## config.mk

```make
export PLATFORM = sky130hd
export DESIGN_NAME = csr_hpm_counter_unit
export DESIGN_NICKNAME = d
export VERILOG_FILES = /design/src/rtl/csr_hpm_counter_unit_pkg.sv /design/src/rtl/hpm_counter.sv /design/src/rtl/csr_hpm_counter_unit.sv
export SDC_FILE = /design/constraint.sdc
export NUM_CORES = 2
export LEC_CHECK = 0
export BUFFER_PORTS_ARGS = -buffer_cell sky130_fd_sc_hd__buf_2
export CAP_MARGIN = 20
export CORE_ASPECT_RATIO = 1.2
export CORE_MARGIN = 3
export CORE_UTILIZATION = 40
export DETAILED_ROUTE_END_ITERATION = 8
export SLEW_MARGIN = 20
export SYNTH_ARGS = -nofsm -noshare
export SYNTH_HDL_FRONTEND = slang
export SYNTH_SLANG_ARGS = --single-unit
```

## constraint.sdc

```tcl
create_clock -name clk -period 4.9 [get_ports clk]
set_clock_uncertainty 0.1 [all_clocks]
set_input_delay 0.49 -clock clk [delete_from_list [all_inputs] [get_ports clk]]
set_output_delay 0.49 -clock clk [all_outputs]
set_load 0.05 [all_outputs]
```

## src/rtl/csr_hpm_counter_unit_pkg.sv

```systemverilog
// Counter-bank CSR addresses, access ops and event config types.
// Shared by the counter bank top and its per-counter slice.
package csr_hpm_counter_unit_pkg;

  typedef enum logic [1:0] {
    CSR_RW = 2'b01,
    CSR_RS = 2'b10,
    CSR_RC = 2'b11
  } csr_op_t;

  typedef enum logic [11:0] {
    MCOUNTINHIBIT = 12'h320,
    MHPMEVENT3    = 12'h323,
    MCYCLE        = 12'hB00,
    MINSTRET      = 12'hB02,
    MHPMCOUNTER3  = 12'hB03,
    MCYCLEH       = 12'hB80,
    MINSTRETH     = 12'hB82,
    MHPMCOUNTER3H = 12'hB83,
    CYCLE         = 12'hC00,
    INSTRET       = 12'hC02,
    HPMCOUNTER3   = 12'hC03,
    CYCLEH        = 12'hC80,
    INSTRETH      = 12'hC82,
    HPMCOUNTER3H  = 12'hC83
  } csr_reg_addr_t;

  localparam int HPM_SEL_W = 8;

  typedef enum logic [HPM_SEL_W-1:0] {
    HPM_EV_NONE        = 8'd0,
    HPM_EV_LOAD        = 8'd1,
    HPM_EV_STORE       = 8'd2,
    HPM_EV_BRANCH      = 8'd3,
    HPM_EV_MISPREDICT  = 8'd4,
    HPM_EV_ICACHE_MISS = 8'd5,
    HPM_EV_DCACHE_MISS = 8'd6,
    HPM_EV_LOAD_STALL  = 8'd7,
    HPM_EV_IF_STALL    = 8'd8,
    HPM_EV_EXCEPTION   = 8'd9,
    HPM_EV_INTERRUPT   = 8'd10,
    HPM_EV_MUL         = 8'd11,
    HPM_EV_DIV         = 8'd12,
    HPM_EV_JUMP        = 8'd13,
    HPM_EV_CSR         = 8'd14,
    HPM_EV_FENCE       = 8'd15,
    HPM_EV_WFI         = 8'd16
  } hpm_event_t;

  typedef struct packed {
    logic                 of;
    logic [HPM_SEL_W-1:0] sel;
  } hpm_event_cfg_t;

  // Slot k: 0 = cycle, 1 = instret, k>=2 = hpm(k-2).
  // Offset is also the mcountinhibit bit.
  function automatic logic [11:0] cnt_off(int k);
    if (k == 0) return 12'd0;
    if (k == 1) return 12'd2;
    return 12'(k + 1);
  endfunction

  function automatic logic [31:0] inh_mask(int n);
    return 32'h5 | (((32'h1 << n) - 32'h1) << 3);
  endfunction

  function automatic logic [31:0] csr_rmw(
    csr_op_t     op,
    logic [31:0] old,
    logic [31:0] wd
  );
    case (op)
      CSR_RS:  return old | wd;
      CSR_RC:  return old & ~wd;
      default: return wd;
    endcase
  endfunction

endpackage

```

## src/rtl/hpm_counter.sv

```systemverilog
// One free-running counter with half-word writes.
// Writes win over the increment; wrap flags a carry-out.
module hpm_counter #(
  parameter int COUNTER_W = 64,
  parameter int INC_W     = 2
) (
  input  logic                 clk,
  input  logic                 rst_n,
  input  logic                 inhibit,
  input  logic                 wr_lo,
  input  logic                 wr_hi,
  input  logic [31:0]          wdata,
  input  logic [INC_W-1:0]     inc,
  output logic [COUNTER_W-1:0] value,
  output logic                 wrap
);

  logic [COUNTER_W:0] sum;
  logic               wr_any;

  assign wr_any = wr_lo | wr_hi;
  assign sum    = {1'b0, value} + (COUNTER_W+1)'(inc);
  assign wrap   = !inhibit && !wr_any && sum[COUNTER_W];

  // Counter state: half write, else increment unless inhibited.
  always_ff @(posedge clk or negedge rst_n) begin
    if (!rst_n) begin
      value <= '0;
    end else if (wr_any) begin
      if (wr_lo) value[31:0] <= wdata;
      if (wr_hi) value[COUNTER_W-1:32] <= wdata[COUNTER_W-33:0];
    end else if (!inhibit) begin
      value <= sum[COUNTER_W-1:0];
    end
  end

endmodule

```

## src/rtl/csr_hpm_counter_unit.sv

```systemverilog
// Machine counter/HPM CSR bank: decode, RMW, event config,
// inhibit and registered access response.
module csr_hpm_counter_unit
  import csr_hpm_counter_unit_pkg::*;
#(
  parameter int NUM_COUNTERS = 4,
  parameter int COUNTER_W    = 64,
  parameter int NUM_EVENTS   = 16,
  parameter int RETIRE_W     = 2
) (
  input  logic                    clk,
  input  logic                    rst_n,
  input  logic                    csr_req,
  input  logic [11:0]             csr_addr,
  input  csr_op_t                 csr_op,
  input  logic                    csr_wen,
  input  logic [31:0]             csr_wdata,
  output logic                    csr_done,
  output logic [31:0]             csr_rdata,
  output logic                    csr_illegal,
  input  logic [NUM_EVENTS-1:0]   events,
  input  logic [RETIRE_W-1:0]     retire_count,
  output logic [NUM_COUNTERS-1:0] overflow,
  output logic                    overflow_irq
);

  localparam int NC = NUM_COUNTERS + 2;
  localparam int EVENT_SEL_W = $clog2(NUM_EVENTS + 1);
  localparam logic [31:0] INH_MASK = inh_mask(NUM_COUNTERS);

  logic [NC-1:0]           hit_lo;
  logic [NC-1:0]           hit_hi;
  logic [NUM_COUNTERS-1:0] hit_evt;
  logic                    hit_inh;
  logic                    user_map;
  logic                    addr_ok;
  logic                    illegal;
  logic                    wr_ok;
  logic [31:0]             rd_val;
  logic [31:0]             wnew;
  logic [31:0]             inh_q;
  logic [COUNTER_W-1:0]    cnt_val [NC];
  logic [NC-1:0]           wrap;
  logic [NUM_COUNTERS-1:0] evt_hit;
  hpm_event_cfg_t          evt_cfg [NUM_COUNTERS];
  logic                    unused_wrap;

  // Address decode into counter halves, event regs, inhibit.
  always_comb begin
    hit_lo   = '0;
    hit_hi   = '0;
    hit_evt  = '0;
    user_map = 1'b0;
    hit_inh  = (csr_addr == MCOUNTINHIBIT);
    for (int k = 0; k < NC; k++) begin
      if (csr_addr == MCYCLE + cnt_off(k)) hit_lo[k] = 1'b1;
      if (csr_addr == MCYCLEH + cnt_off(k)) hit_hi[k] = 1'b1;
      if (csr_addr == CYCLE + cnt_off(k)) begin
        hit_lo[k] = 1'b1;
        user_map  = 1'b1;
      end
      if (csr_addr == CYCLEH + cnt_off(k)) begin
        hit_hi[k] = 1'b1;
        user_map  = 1'b1;
      end
    end
    for (int i = 0; i < NUM_COUNTERS; i++) begin
      if (csr_addr == MHPMEVENT3 + 12'(i)) hit_evt[i] = 1'b1;
    end
  end

  assign addr_ok = |{hit_lo, hit_hi, hit_evt, hit_inh};
  assign illegal = !addr_ok || (user_map && csr_wen);
  assign wr_ok   = csr_req && csr_wen && !illegal;

  // Pre-write read value of the addressed CSR.
  always_comb begin
    rd_val = '0;
    for (int k = 0; k < NC; k++) begin
      if (hit_lo[k]) rd_val = cnt_val[k][31:0];
      if (hit_hi[k]) rd_val = 32'(cnt_val[k][COUNTER_W-1:32]);
    end
    for (int i = 0; i < NUM_COUNTERS; i++) begin
      if (hit_evt[i]) begin
        rd_val = {evt_cfg[i].of,
                  {(31-HPM_SEL_W){1'b0}},
                  evt_cfg[i].sel};
      end
    end
    if (hit_inh) rd_val = inh_q;
  end

  assign wnew = csr_rmw(csr_op, rd_val, csr_wdata);

  // Event select: sel k counts events[k-1]; others count nothing.
  always_comb begin
    evt_hit = '0;
    for (int i = 0; i < NUM_COUNTERS; i++) begin
      for (int e = 0; e < NUM_EVENTS; e++) begin
        if (evt_cfg[i].sel == HPM_SEL_W'(e + 1)) begin
          evt_hit[i] = evt_hit[i] | events[e];
        end
      end
    end
  end

  for (genvar k = 0; k < NC; k++) begin : g_cnt
    logic [RETIRE_W-1:0] inc;
    logic                inh;
    if (k == 0) begin : g_cy
      assign inc = RETIRE_W'(1);
    end else if (k == 1) begin : g_ir
      assign inc = retire_count;
    end else begin : g_hpm
      assign inc = RETIRE_W'(evt_hit[k-2]);
    end
    assign inh = inh_q[5'(cnt_off(k))];
    hpm_counter #(
      .COUNTER_W (COUNTER_W),
      .INC_W     (RETIRE_W)
    ) u_cnt (
      .clk     (clk),
      .rst_n   (rst_n),
      .inhibit (inh),
      .wr_lo   (wr_ok && hit_lo[k]),
      .wr_hi   (wr_ok && hit_hi[k]),
      .wdata   (wnew),
      .inc     (inc),
      .value   (cnt_val[k]),
      .wrap    (wrap[k])
    );
  end

  assign unused_wrap = ^wrap[1:0];

  for (genvar i = 0; i < NUM_COUNTERS; i++) begin : g_evt
    // Event config: writes win, otherwise a wrap sets sticky OF.
    always_ff @(posedge clk or negedge rst_n) begin
      if (!rst_n) begin
        evt_cfg[i] <= '0;
      end else if (wr_ok && hit_evt[i]) begin
        evt_cfg[i].of  <= wnew[31];
        evt_cfg[i].sel <= HPM_SEL_W'(wnew[EVENT_SEL_W-1:0]);
      end else if (wrap[i+2]) begin
        evt_cfg[i].of <= 1'b1;
      end
    end
    assign overflow[i] = evt_cfg[i].of;
  end

  // Inhibit register keeps only implemented bits.
  always_ff @(posedge clk or negedge rst_n) begin
    if (!rst_n) begin
      inh_q <= '0;
    end else if (wr_ok && hit_inh) begin
      inh_q <= wnew & INH_MASK;
    end
  end

  // Registered response and overflow interrupt.
  always_ff @(posedge clk or negedge rst_n) begin
    if (!rst_n) begin
      csr_done     <= 1'b0;
      csr_rdata    <= '0;
      csr_illegal  <= 1'b0;
      overflow_irq <= 1'b0;
    end else begin
      csr_done     <= csr_req;
      csr_illegal  <= csr_req && illegal;
      csr_rdata    <= (csr_req && addr_ok) ? rd_val : '0;
      overflow_irq <= |overflow;
    end
  end

endmodule

```

==> impl_metrics.xml <==
<?xml version="1.0" encoding="UTF-8"?>
<metrics>
  <group name="logic_synthesis">
    <metric name="mappedNetlistArea" unit="mm2">0.0330</metric>
    <metric name="synth_top_area_cell" unit="">sky130_fd_sc_hd__dfrtp_1</metric>
    <metric name="synth_fp_nets" unit="">4332</metric>
    <metric name="number_of_enable_type_register_cells_in_the_synthesized_netlist" unit="">0</metric>
    <metric name="seq_area_frac_synth" unit="">0.340</metric>
    <metric name="synth-adder-area-share" unit="">0.00477</metric>
    <metric name="synth_seq_cells" unit="">449</metric>
    <metric name="synth_simple_gate_area_frac" unit="">0.255</metric>
    <metric name="synth-xor-area-share" unit="">0.000530</metric>
    <metric name="synth-async-reset-ratio" unit="">1.00</metric>
    <metric name="largest_family_of_logic_cells_by_synthesized_area" unit="">compound AO/OA/AOI/OAI gates</metric>
    <metric name="synth_top_area_frac" unit="">0.340</metric>
    <metric name="synth_cells" unit="">4252</metric>
    <metric name="synth_area_leaders" unit="">sky130_fd_sc_hd__dfrtp_1, sky130_fd_sc_hd__a21oi_1, sky130_fd_sc_hd__o21ai_0</metric>
    <metric name="yosys_warnings" unit="">0</metric>
    <metric name="multiplexer_area_fraction_after_synthesis" unit="">0.0237</metric>
    <metric name="complex_gate_fraction_of_the_synthesized_area" unit="">0.321</metric>
    <metric name="postSynth.topFlopCell" unit="">sky130_fd_sc_hd__dfrtp_1</metric>
    <metric name="postSynthAreaPerCell" unit="um2">7.77</metric>
    <metric name="synth.lib_cells_used.distinct" unit="">113</metric>
  </group>
  <group name="sta">
    <metric name="finalWorstPathRequiredPeriod" unit="ns">4.42</metric>
    <metric name="grt_setup_unrepaired" unit="">no</metric>
    <metric name="setup_total_negative_slack" unit="ns">0</metric>
    <metric name="final-setup-viol-count" unit="">0</metric>
    <metric name="max_freq" unit="MHz">226</metric>
    <metric name="relSlewSlack" unit="">0.163</metric>
    <metric name="slew_viol_final" unit="">0</metric>
    <metric name="min_period_over_period" unit="">0.902</metric>
    <metric name="worst_slew_pin_slew" unit="ns">1.25</metric>
    <metric name="hold_ws" unit="ns">0.100</metric>
    <metric name="finalHoldViolations" unit="">0</metric>
  </group>
  <group name="drt">
    <metric name="wl_per_cell" unit="um">35.8</metric>
    <metric name="initial_drt_markers" unit="">6820</metric>
    <metric name="drc_errors" unit="">0</metric>
    <metric name="wl" unit="um">194000</metric>
    <metric name="dr_top_layer" unit="">met5</metric>
    <metric name="ant_nets" unit="">0</metric>
    <metric name="routed-wl-met3" unit="um">25100</metric>
    <metric name="drtPass1Iterations" unit="">9</metric>
    <metric name="dr_wl_met2" unit="um">78200</metric>
    <metric name="detailroute.via_count" unit="">39500</metric>
    <metric name="post_dr_vias_cell" unit="">7.28</metric>
    <metric name="m1WireLength" unit="um">71700</metric>
  </group>
  <group name="setup_path">
    <metric name="path_max_fanout" unit="">11</metric>
    <metric name="cp_num_cells" unit="">16</metric>
    <metric name="cp_common_cell" unit="">sky130_fd_sc_hd__a21oi_1</metric>
    <metric name="required_time_worst_endpoint" unit="ns">5.29</metric>
    <metric name="worstSetupStartpoint" unit="">evt_cfg[10]$_DFFE_PN0P_</metric>
    <metric name="timing.critical_path.max_delay_family" unit="">simple AND/OR/NAND/NOR gates</metric>
    <metric name="critPathMaxStageDelay" unit="ns">0.64</metric>
    <metric name="rr_endpoint" unit="">g_cnt[4].u_cnt.value[57]$_DFFE_PN0P_</metric>
    <metric name="slowest_stage_cell_crit_path" unit="">sky130_fd_sc_hd__dfrtp_1</metric>
    <metric name="reg2reg_slack" unit="ns">0.48</metric>
    <metric name="r2r.worst_path.cells" unit="">16</metric>
    <metric name="critical_path_arrival" unit="ns">4.81</metric>
    <metric name="timing.setup.critical_path_class" unit="">reg2reg</metric>
    <metric name="path_buf_inv" unit="">1</metric>
    <metric name="cp-endpoint" unit="">g_cnt[4].u_cnt.value[57]$_DFFE_PN0P_</metric>
    <metric name="timing.critical_path.from_type" unit="">register</metric>
    <metric name="sort_of_element_at_the_end_of_the_critical_path" unit="">register</metric>
    <metric name="worst_r2r_startpoint" unit="">evt_cfg[10]$_DFFE_PN0P_</metric>
    <metric name="crit_path_cell_trace" unit="">nor2b_1 -&gt; a21oi_1 -&gt; a21oi_1 -&gt; a211oi_1 -&gt; a211oi_1 -&gt; a31o_2 -&gt; ha_1 -&gt; and3_1 -&gt; nand4_1 -&gt; nor2_1 -&gt; buf_4 -&gt; nand3_1 -&gt; nor2_1 -&gt; a21oi_1 -&gt; o21ai_0 -&gt; o221ai_1</metric>
  </group>
  <group name="floorplan">
    <metric name="placeableCoreArea" unit="mm2">0.0812</metric>
    <metric name="boundaryPins" unit="">107</metric>
    <metric name="standard_cell_row_count" unit="">114</metric>
    <metric name="die-width" unit="um">268</metric>
    <metric name="dieArea" unit="mm2">0.0861</metric>
    <metric name="die_h" unit="um">321</metric>
    <metric name="start_util" unit="">0.407</metric>
  </group>
  <group name="place">
    <metric name="placed_cell_area" unit="mm2">0.0358</metric>
    <metric name="final_replace_weighted_congestion" unit="">1.15</metric>
    <metric name="dp.final_hpwl" unit="um">143000</metric>
    <metric name="portBuffers" unit="">106</metric>
  </group>
  <group name="cts">
    <metric name="tritoncts.num_buffers" unit="">53</metric>
    <metric name="htree_num_levels" unit="">2</metric>
    <metric name="path_clk_slew" unit="ns">0.06</metric>
    <metric name="largest_buffer_count_on_any_clock_path" unit="">3</metric>
    <metric name="clock_latency" unit="ns">0.67</metric>
    <metric name="root_buffer" unit="">sky130_fd_sc_hd__clkbuf_16</metric>
    <metric name="tritoncts_clock_tree" unit="">built</metric>
    <metric name="clock_sink_count" unit="">449</metric>
    <metric name="postcts_setup_bufs" unit="">0</metric>
  </group>
  <group name="power_and_ir_drop">
    <metric name="clockPowerShare" unit="">0.457</metric>
    <metric name="part_of_the_power_in_combinational_logic" unit="">0.118</metric>
    <metric name="internal_power" unit="mW">6.62</metric>
    <metric name="share_seq_of_total_power" unit="">0.425</metric>
    <metric name="total_power_after_layout" unit="mW">9.55</metric>
    <metric name="sw_frac_of_total" unit="">0.306</metric>
    <metric name="peakVddDrop" unit="mV">0.252</metric>
    <metric name="static_leak" unit="nW">15.0</metric>
    <metric name="power_density" unit="mW/mm2">253</metric>
    <metric name="power.net_switching" unit="mW">2.92</metric>
  </group>
  <group name="final_layout">
    <metric name="finalInstanceArea" unit="mm2">0.0377</metric>
    <metric name="final_common_cell" unit="">sky130_fd_sc_hd__a21oi_1</metric>
    <metric name="layout-drive-gt1-share" unit="">0.140</metric>
    <metric name="most-common-layout-cells" unit="">sky130_fd_sc_hd__a21oi_1, sky130_fd_sc_hd__dfrtp_1, sky130_fd_sc_hd__nand2_1</metric>
    <metric name="area_growth" unit="%">14.2</metric>
    <metric name="layout.nets" unit="">4410</metric>
    <metric name="finalCoreUtilization" unit="">0.465</metric>
  </group>
  <group name="flow_run">
    <metric name="max_cap_check_violation_count" unit="">0</metric>
  </group>
  <group name="global_routing">
    <metric name="overflow" unit="">0</metric>
    <metric name="gr-usage-all-layers" unit="">0.439</metric>
    <metric name="grt_pass1_vias" unit="">35800</metric>
    <metric name="grt_max_degree" unit="">99</metric>
    <metric name="grt_first_pass_wirelength" unit="um">272000</metric>
    <metric name="antenna_violations_before_repair" unit="">13</metric>
  </group>
  <group name="hold_path">
    <metric name="holdCritPathClass" unit="">in2reg</metric>
  </group>
  <group name="outcome">
    <metric name="status" unit="">finished clean</metric>
  </group>
</metrics>
-- worst min path at each step --
stage                                          from                                   end  slack (ns)  cells past startpoint
2_1_floorplan                                 rst_n                    csr_done$_DFF_PN0_        0.09                      0
3_3_place_gp   g_cnt[4].u_cnt.value[42]$_DFFE_PN0P_  g_cnt[4].u_cnt.value[42]$_DFFE_PN0P_        0.34                      1
3_5_place_dp   g_cnt[4].u_cnt.value[42]$_DFFE_PN0P_  g_cnt[4].u_cnt.value[42]$_DFFE_PN0P_        0.35                      1
4_1_cts                                csr_wdata[1]  g_cnt[3].u_cnt.value[33]$_DFFE_PN0P_        0.08                      2
5_1_grt                                csr_wdata[1]  g_cnt[3].u_cnt.value[33]$_DFFE_PN0P_         0.1                      2
6_report                               csr_wdata[1]  g_cnt[3].u_cnt.value[33]$_DFFE_PN0P_        0.10                      2
-- per-layer routing --
metal / vias up / track usage
li1: 16400 / -
met1: 19100 / 0.557
met2: 3180 / 0.613
met3: 856 / 0.143
met4: 12 / 0.344
met5: - / 0
-- cells in the mapped netlist (38+ instances only) --
master and instances:
sky130_fd_sc_hd__nor4_1 41, sky130_fd_sc_hd__o21ai_1 48, sky130_fd_sc_hd__nor2_1 318, sky130_fd_sc_hd__dfrtp_1 449, sky130_fd_sc_hd__mux2i_1 40, sky130_fd_sc_hd__o21ai_0 422, sky130_fd_sc_hd__clkbuf_1 167, sky130_fd_sc_hd__and3_1 109
sky130_fd_sc_hd__o22ai_1 80, sky130_fd_sc_hd__a31oi_1 59, sky130_fd_sc_hd__nand4_1 90, sky130_fd_sc_hd__and4_1 38, sky130_fd_sc_hd__nand2_1 431, sky130_fd_sc_hd__buf_2 143, sky130_fd_sc_hd__o211ai_1 66, sky130_fd_sc_hd__inv_1 64
sky130_fd_sc_hd__nand3_1 223, sky130_fd_sc_hd__o221ai_1 56, sky130_fd_sc_hd__nor3_1 115, sky130_fd_sc_hd__a21oi_1 546
-- power groups by stage --
stage	registers, mW	clock network [mW]	logic (mW)
2_1_floorplan	3.97	0	0.489
3_3_place_gp	4.10	0	1.06
3_5_place_dp	4.10	0	1.06
4_1_cts	4.03	4.37	1.07
5_1_grt	4.06	4.51	1.15
6_report	4.05	4.37	1.13
-- through the flow --
step	instances	worst slack, ns
finish	5429	0.481
global route	5418	0.226
CTS	5415	0.588
detailed placement	5317	0.479
global placement	5317	0.419
floorplan	4252	1.23
-- area by class of cell --
cell class	instances	area, um2
antenna	14	35.0
timing repair buffer	364	2760
inverter	65	244
clock buffer	68	1470
fill	8104	43400
tap	1044	1310
multi-input combinational	3397	20300
clock inverter	28	358
sequential	449	11200
-- registers in the layout, indices dropped and copies added (netlist names) --
register,cells
g_cnt.u_cnt.value,384
inh_q,6
overflow,4
overflow_irq,1
evt_cfg,20
csr_rdata,32
csr_illegal,1
csr_done,1
-- kinds of logic (layout without fill, tap and decap cells) --
| group | count (synthesis) | in the layout |
|---|---|---|
| AO/OA/AOI/OAI | 1688 | 1688 |
| XOR/XNOR | 2 | 2 |
| adder cells (fa/ha/maj) | 12 | 12 |
| buffers and inverters | 406 | 525 |
| flip-flops | 449 | 449 |
| multiplexers | 68 | 68 |
| other | 0 | 14 |
| AND/OR/NAND/NOR | 1627 | 1627 |
-- what timing repair did --
item,in CTS,in global routing
hold endpoints to repair,91,0
hold buffers,2,0
gates resized for setup,0,0
No activity file was read; power rests on OpenSTA's default activity.
